===== src/rtl/portc_seg_display_pkg.sv =====
// rtl/portc_seg_display_pkg.sv - shared constants, FSM state type and helpers for the port C display
package portc_seg_display_pkg;

    localparam int NDIG = 5;
    localparam int NAN  = 8;

    // Active-low segment patterns, bit order {g,f,e,d,c,b,a}
    localparam logic [6:0] SEG_0     = 7'h40;
    localparam logic [6:0] SEG_1     = 7'h79;
    localparam logic [6:0] SEG_2     = 7'h24;
    localparam logic [6:0] SEG_3     = 7'h30;
    localparam logic [6:0] SEG_4     = 7'h19;
    localparam logic [6:0] SEG_5     = 7'h12;
    localparam logic [6:0] SEG_6     = 7'h02;
    localparam logic [6:0] SEG_7     = 7'h78;
    localparam logic [6:0] SEG_8     = 7'h00;
    localparam logic [6:0] SEG_9     = 7'h10;
    localparam logic [6:0] SEG_BLANK = 7'h7F;

    typedef enum logic {
        ST_IDLE  = 1'b0,
        ST_SHIFT = 1'b1
    } conv_state_t;

    function automatic logic [6:0] seg_decode(input logic [3:0] d);
        logic [6:0] s;
        case (d)
            4'd0:    s = SEG_0;
            4'd1:    s = SEG_1;
            4'd2:    s = SEG_2;
            4'd3:    s = SEG_3;
            4'd4:    s = SEG_4;
            4'd5:    s = SEG_5;
            4'd6:    s = SEG_6;
            4'd7:    s = SEG_7;
            4'd8:    s = SEG_8;
            4'd9:    s = SEG_9;
            default: s = SEG_BLANK;
        endcase
        return s;
    endfunction

    // Add-3 correction applied to every BCD nibble before each shift
    function automatic logic [19:0] bcd_adjust(input logic [19:0] s);
        logic [19:0] r;
        r = s;
        for (int i = 0; i < NDIG; i++) begin
            if (s[i*4 +: 4] >= 4'd5) begin
                r[i*4 +: 4] = s[i*4 +: 4] + 4'd3;
            end
        end
        return r;
    endfunction

endpackage


===== src/rtl/portc_seg_display_if.sv =====
// rtl/portc_seg_display_if.sv - value input and display outputs of the port C display stage
interface portc_seg_display_if;
    logic [15:0] value;
    logic        busy;
    logic [19:0] bcd;
    logic [7:0]  an;
    logic [6:0]  seg;
    logic        dp;

    modport master (
        output value,
        input  busy, bcd, an, seg, dp
    );

    modport slave (
        input  value,
        output busy, bcd, an, seg, dp
    );
endinterface


===== src/rtl/portc_seg_display_bin2bcd_seq.sv =====
// rtl/portc_seg_display_bin2bcd_seq.sv - 16-cycle shift-add-3 binary to 5-digit BCD converter
module bin2bcd_seq
    import portc_seg_display_pkg::*;
(
    input  logic        clk,
    input  logic        rst_n,
    input  logic [15:0] value,
    output logic        busy,
    output logic [19:0] bcd
);

    conv_state_t state;
    logic [15:0] bin;
    logic [15:0] last_value;
    logic [19:0] scratch;
    logic [3:0]  cnt;
    logic [19:0] adj;
    logic [19:0] next_scratch;

    assign adj          = bcd_adjust(scratch);
    assign next_scratch = {adj[18:0], bin[15]};

    always_ff @(posedge clk or negedge rst_n) begin
        if (!rst_n) begin
            state      <= ST_IDLE;
            busy       <= 1'b0;
            bcd        <= '0;
            bin        <= '0;
            last_value <= '0;
            scratch    <= '0;
            cnt        <= '0;
        end else begin
            case (state)
                ST_IDLE: begin
                    if (value != last_value) begin
                        bin        <= value;
                        last_value <= value;
                        scratch    <= '0;
                        cnt        <= '0;
                        busy       <= 1'b1;
                        state      <= ST_SHIFT;
                    end
                end
                ST_SHIFT: begin
                    scratch <= next_scratch;
                    bin     <= {bin[14:0], 1'b0};
                    cnt     <= cnt + 4'd1;
                    // bcd only moves on the last shift so readers never see a partial result
                    if (cnt == 4'd15) begin
                        bcd   <= next_scratch;
                        busy  <= 1'b0;
                        state <= ST_IDLE;
                    end
                end
                default: state <= ST_IDLE;
            endcase
        end
    end

endmodule


===== src/rtl/portc_seg_display.sv =====
// rtl/portc_seg_display.sv - port C value to multiplexed 8-digit 7-segment display
module portc_seg_display
    import portc_seg_display_pkg::*;
#(
    parameter int SCAN_W   = 18,
    parameter bit BLANK_LZ = 1'b1
) (
    input  logic               clk,
    input  logic               rst_n,
    portc_seg_display_if.slave bus
);

    localparam logic [SCAN_W-1:0] SCAN_ONE = 1;

    logic [19:0]       bcd;
    logic              busy;
    logic [SCAN_W-1:0] refresh;
    logic [2:0]        k;
    logic [NDIG-1:0]   zero_from;
    logic [3:0]        digit;
    logic [NAN-1:0]    next_an;
    logic [6:0]        next_seg;
    logic [NAN-1:0]    an_q;
    logic [6:0]        seg_q;

    bin2bcd_seq u_conv (
        .clk   (clk),
        .rst_n (rst_n),
        .value (bus.value),
        .busy  (busy),
        .bcd   (bcd)
    );

    assign bus.busy = busy;
    assign bus.bcd  = bcd;
    assign bus.an   = an_q;
    assign bus.seg  = seg_q;
    assign bus.dp   = 1'b1;

    assign k = refresh[SCAN_W-1 -: 3];

    // zero_from[i] is set when digits i..4 are all zero
    always_comb begin
        zero_from = '0;
        zero_from[NDIG-1] = (bcd[19:16] == 4'd0);
        for (int i = NDIG - 2; i >= 0; i--) begin
            zero_from[i] = zero_from[i+1] && (bcd[i*4 +: 4] == 4'd0);
        end
    end

    always_comb begin
        next_an  = '1;
        next_seg = SEG_BLANK;
        digit    = 4'd0;
        if (k < 3'(NDIG)) begin
            digit = bcd[{k, 2'b00} +: 4];
            if (!(BLANK_LZ && (k != 3'd0) && zero_from[k])) begin
                next_an  = ~(8'd1 << k);
                next_seg = seg_decode(digit);
            end
        end
    end

    always_ff @(posedge clk or negedge rst_n) begin
        if (!rst_n) begin
            refresh <= '0;
            an_q    <= '1;
            seg_q   <= SEG_BLANK;
        end else begin
            refresh <= refresh + SCAN_ONE;
            an_q    <= next_an;
            seg_q   <= next_seg;
        end
    end

endmodule


===== src/flat_wrapper.sv =====
// flat-port wrapper written by rule: the top's interface ports become plain ports
module portc_seg_display_flat import portc_seg_display_pkg::*;
#(
    parameter int SCAN_W   = 18,
    parameter bit BLANK_LZ = 1'b1
)
  (clk, rst_n, bus_value, bus_busy, bus_bcd, bus_an, bus_seg, bus_dp);
  portc_seg_display_if bus_i ();
  input  logic clk;
  input  logic rst_n;
  input wire logic [$bits(bus_i.value)-1:0] bus_value;
  output wire logic [$bits(bus_i.busy)-1:0] bus_busy;
  output wire logic [$bits(bus_i.bcd)-1:0] bus_bcd;
  output wire logic [$bits(bus_i.an)-1:0] bus_an;
  output wire logic [$bits(bus_i.seg)-1:0] bus_seg;
  output wire logic [$bits(bus_i.dp)-1:0] bus_dp;
  assign bus_i.value = bus_value;
  assign bus_busy = bus_i.busy;
  assign bus_bcd = bus_i.bcd;
  assign bus_an = bus_i.an;
  assign bus_seg = bus_i.seg;
  assign bus_dp = bus_i.dp;
  portc_seg_display #(.SCAN_W(SCAN_W), .BLANK_LZ(BLANK_LZ)) u_core (.clk(clk), .rst_n(rst_n), .bus(bus_i));
endmodule

===== config.mk =====
export PLATFORM = sky130hd
export DESIGN_NAME = portc_seg_display_flat
export DESIGN_NICKNAME = d
export VERILOG_FILES = /design/src/rtl/portc_seg_display_pkg.sv /design/src/rtl/portc_seg_display_if.sv /design/src/rtl/portc_seg_display_bin2bcd_seq.sv /design/src/rtl/portc_seg_display.sv /design/src/flat_wrapper.sv
export SDC_FILE = /design/constraint.sdc
export NUM_CORES = 1
export LEC_CHECK = 0
export BUFFER_PORTS_ARGS = -buffer_cell sky130_fd_sc_hd__buf_2
export CAP_MARGIN = 20
export CORE_MARGIN = 10
export CORE_UTILIZATION = 28
export CTS_CLUSTER_SIZE = 28
export DETAILED_ROUTE_END_ITERATION = 7
export GPL_ROUTABILITY_DRIVEN = 0
export SETUP_SLACK_MARGIN = 0.2
export SYNTH_ARGS = -nofsm -noshare
export SYNTH_HDL_FRONTEND = slang
export SYNTH_SLANG_ARGS = --single-unit

===== constraint.sdc =====
create_clock -name clk -period 2.05 [get_ports clk]
set_input_delay 0.3075 -clock clk [delete_from_list [all_inputs] [get_ports clk]]
set_output_delay 0.3075 -clock clk [all_outputs]
set_load 0.03 [all_outputs]

==> summary.md <==
The logs give 500 for the number of instances in the synthesized netlist and 4 for the count of TritonRoute iterations in the first routing pass. In the final design database the tool counted 614 nets. In the layout the commonest cells are sky130_fd_sc_hd__dfrtp_1 (91), sky130_fd_sc_hd__nand2_1 (62), sky130_fd_sc_hd__buf_2 (52), sky130_fd_sc_hd__nand3_1 (39), sky130_fd_sc_hd__xnor2_1 (34). The number of antenna diodes in the final layout is 0.

Data on the critical path is required at its endpoint by 2330 ps. The floorplan die height was 158 um. The most utilized layer in the global route result was met2. Instance count after placement with tap cells included: 790. The depth of the most critical reg-to-reg path is 8, and the clock transition at the registers of the reported paths is 80 ps. The final layout contains routed wiring with a total length of 11,900 um. Power spread over the standard cell area amounts to 1440 nW/um2. The min-delay analysis places its worst path in the category input pin to asynchronous set/reset pin.

The count of cells in the finished layout, fillers not included, comes to 818. The tools report the count of endpoints failing hold in the final timing report as 5. Clock tree synthesis selected as its root buffer the cell sky130_fd_sc_hd__clkbuf_16. In the global route stage, met2 resource usage came out at 14.4%. The count of routing violations after the opening detailed-route iteration was 190. The share of flip-flops with an asynchronous set or reset works out to 100%.

Summed over all failing endpoints, the final setup total negative slack is 0 ps. From left edge to right edge, the die measures 158 um. TritonCTS built the clock tree. For the area of the mapped netlist, the log shows 5340 um2.

Dominant register cell in the synthesized netlist: sky130_fd_sc_hd__dfrtp_1. Global routing used 2.77% of the available met3 tracks. The sum of buffers and inverters on the critical path was 1. Global routing finished with a remaining overflow of 0. The clock drives 111 sinks. The largest individual stage delay along the critical path comes from the cell sky130_fd_sc_hd__dfrtp_2. Compared with the post-synthesis result, the final layout area differs by 23.3%.

Setup-violating endpoint count in the final report: 0. The number of warning messages in the yosys log was 0; the synthesized area per cell was 10.7 um2. Row generation in the floorplan step produced 50 rows. Leaving out fill and tap cells, the most frequent cell in the layout is sky130_fd_sc_hd__dfrtp_1. The logs give 13.0% for the met1 usage in global routing and 0 for the final count of pins violating max slew.

At the later pin of the worst-skew pair, clock insertion delay measures 360 ps. The share of the clock period used by the worst path after layout is 88.2%, and the remaining max-slew budget at the tightest pin is 59.1%. Counting I/O delays and the setup requirement, the final critical path takes 1810 ps. On the worst path, the slowest cell contributes a delay of 470 ps. The analysis attributes to cell leakage a power of 2.90 nW.

The top cell family by delay on the critical path is flip-flops. The worst setup path is launched from a flop. The first global-routing pass estimated 19,300 um of wire. Counting distinct cell types in the post-synthesis netlist gives 46. Input and output buffers added on the ports amount to 53. In this run the critical register-to-register path is captured at u_core.bus.seg[0]$_DFF_PN1_. The run gives 8130 um as the post-DP HPWL. STA classifies the critical path endpoint as a flop. Worst-case clock skew: 12.4 ps.

The logs give 25,000 um2 for the area of the die and 112 for the largest net degree at the start of global routing. Dividing the detail-routed via count by the number of cells gives 4.71. The clock tree synthesis step divided the H-tree into 3 levels.

The number of enable flip-flop cells after synthesis was 0. The number of storage elements in the synthesis netlist is 111, and the global-route usage over all layers is 9.57%. The maximum clock path buffer count is 2.

Cells with a size suffix above 1 make up 28.4% of the layout. Based on the critical path, the design can be clocked at up to 0.553 GHz. For this configuration, the core starts out at a cell density of 28.5%. 55 I/O pins were placed. The number of global-route vias before repair came out at 3,776.

Flop-to-flop setup slack: 240 ps. At the worst endpoint, the arrival time is 2080 ps. The number of hold-repair buffers added at the cts stage is 0, and the number of buffers created by CTS is 9.

For the max capacitance violation total, the log shows 0. Summing all placed instances gives a cell area of 6030 um2. In the routed design, unresolved DRC markers number 0. In this run the remaining antenna-violating nets after routing total 0. The final reports fail on hold timing. The actual transition at the worst max-transition pin was 614 ps.

The critical path in this run is classified as flop to flop. In this run the critical register-to-register path is launched from u_core.refresh[16]$_DFF_PN0_. The critical path goes through mux2i_2, o32ai_2, a31o_2, buf_4, ha_1, nand3_1, nor3b_1, o21ai_0.

The run finished, with violations left. The area of all placed cells without fillers was 6590 um2; the placeable core region was 18,800 um2. The worst-path maximum fanout works out to 7.

Setup repair after global routing could not meet its margin everywhere. Average routed wire per standard cell: 14.5 um. The tightest hold margin was -24.1 ps. Across the VDD grid, the largest voltage drop is 0.622 mV. The part of the Yosys area used for sequential elements is 52.3%, and the via count is 3,850. The run gives 0 as the number of antenna violations at the first check in global routing.
## cell usage after synthesis, types with 2 or more instances
cell                       instances  area share (%)
sky130_fd_sc_hd__clkbuf_1         11            0.77
sky130_fd_sc_hd__nor4_1            3            0.35
sky130_fd_sc_hd__ha_1             17             4.0
sky130_fd_sc_hd__nand2_1          63             4.4
sky130_fd_sc_hd__a21oi_1          17             1.6
sky130_fd_sc_hd__nand4_1           7            0.82
sky130_fd_sc_hd__mux2_2           22             4.6
sky130_fd_sc_hd__a21boi_0          2            0.28
sky130_fd_sc_hd__xnor2_1          34             5.6
sky130_fd_sc_hd__nor2_1            9            0.63
sky130_fd_sc_hd__nor3b_1           6            0.84
sky130_fd_sc_hd__o21ai_1          15             1.4
sky130_fd_sc_hd__nand2b_1          7            0.82
sky130_fd_sc_hd__a32oi_1           3            0.49
sky130_fd_sc_hd__dfstp_2          15             7.4
sky130_fd_sc_hd__dfrtp_1          96              45
sky130_fd_sc_hd__inv_1            20             1.4
sky130_fd_sc_hd__a21o_1            2            0.28
sky130_fd_sc_hd__buf_2             5            0.47
sky130_fd_sc_hd__buf_1             4            0.28
sky130_fd_sc_hd__nand3_1          39             3.7
sky130_fd_sc_hd__xor2_1            5            0.82
sky130_fd_sc_hd__nor3_1            8            0.75
sky130_fd_sc_hd__mux2_1            9             1.9
sky130_fd_sc_hd__mux2i_1          30             5.6
sky130_fd_sc_hd__o21ai_0          31             2.9
## where the power goes
group | switching [mW] | leakage (nW) | internal, mW | total [mW]
Clock | 0.840 | 0.156 | 1.00 | 1.84
Combinational | 2.28 | 1.40 | 1.66 | 3.94
Sequential | 0.663 | 1.35 | 3.04 | 3.70
## state kept, by name, indices dropped and copies added, names as in the netlist
name / flops
u_core.u_conv.scratch: 20
u_core.u_conv.cnt: 4
u_core.bus.an: 8
u_core.u_conv.busy: 1
u_core.u_conv.bin: 16
u_core.refresh: 18
u_core.u_conv.state: 1
u_core.u_conv.bcd: 20
u_core.u_conv.last_value: 16
u_core.bus.seg: 7
## through the flow
stage	utilization, %	power (mW)	worst slack, ps
finish	35.1	9.49	242
global route	35.1	10.2	138
CTS	34.1	9.52	180
detailed placement	32.1	7.55	18.8
global placement	32.1	7.49	32.6
floorplan	-	6.36	226
## per-layer routing
metal  share of wire [%]  wire, um
met5                   0         0
met2                  44      5280
met4                 1.2       142
met3                 5.1       608
met1                  49      5850
## cell families (layout without fill, tap and decap cells)
family	after synthesis	in the layout	share of synthesized area (%)
simple gates	149	150	13.5
flops	111	111	52.3
compound gates	80	80	8.45
mux	61	61	12.2
buf+inv	42	122	3.14
xor+xnor	39	39	6.39
fa+ha+maj	17	17	3.98
other cells	1	4	0.0702
## cell type report
type / instances / area (um2)
Inverter: 21 / 78.8
Clock inverter: 6 / 72.6
Timing Repair Buffer: 85 / 601
Clock buffer: 10 / 239
Sequential cell: 111 / 2800
Multi-Input combinational cell: 351 / 2500
Tap cell: 234 / 293
Fill cell: 1830 / 12200
## worst max path at each step
stage | from | end | slack, ps | cells after the start
after CTS | u_core.u_conv.bcd[16]$_DFFE_PN0P_ | u_core.bus.seg[3]$_DFF_PN1_ | 180 | 5
after global routing | u_core.refresh[16]$_DFF_PN0_ | u_core.bus.seg[0]$_DFF_PN1_ | 140 | 8
after global placement | bus_value[6] | u_core.u_conv.last_value[10]$_DFFE_PN0P_ | 30 | 6
final | u_core.refresh[16]$_DFF_PN0_ | u_core.bus.seg[0]$_DFF_PN1_ | 240 | 8
after detailed placement | bus_value[6] | u_core.u_conv.last_value[10]$_DFFE_PN0P_ | 20 | 6
after floorplan | u_core.u_conv.last_value[11]$_DFFE_PN0P_ | u_core.u_conv.last_value[1]$_DFFE_PN0P_ | 230 | 6
## what timing repair did
item / CTS / global route
cloned: 0 / 3
setup endpoints to repair: 38 / 39
gates resized for setup: 11 / 18
pin swaps: 3 / 3
buffers inserted: 3 / 6
hold endpoints to repair: 0 / 0
No activity file was read; power rests on OpenSTA's default activity.
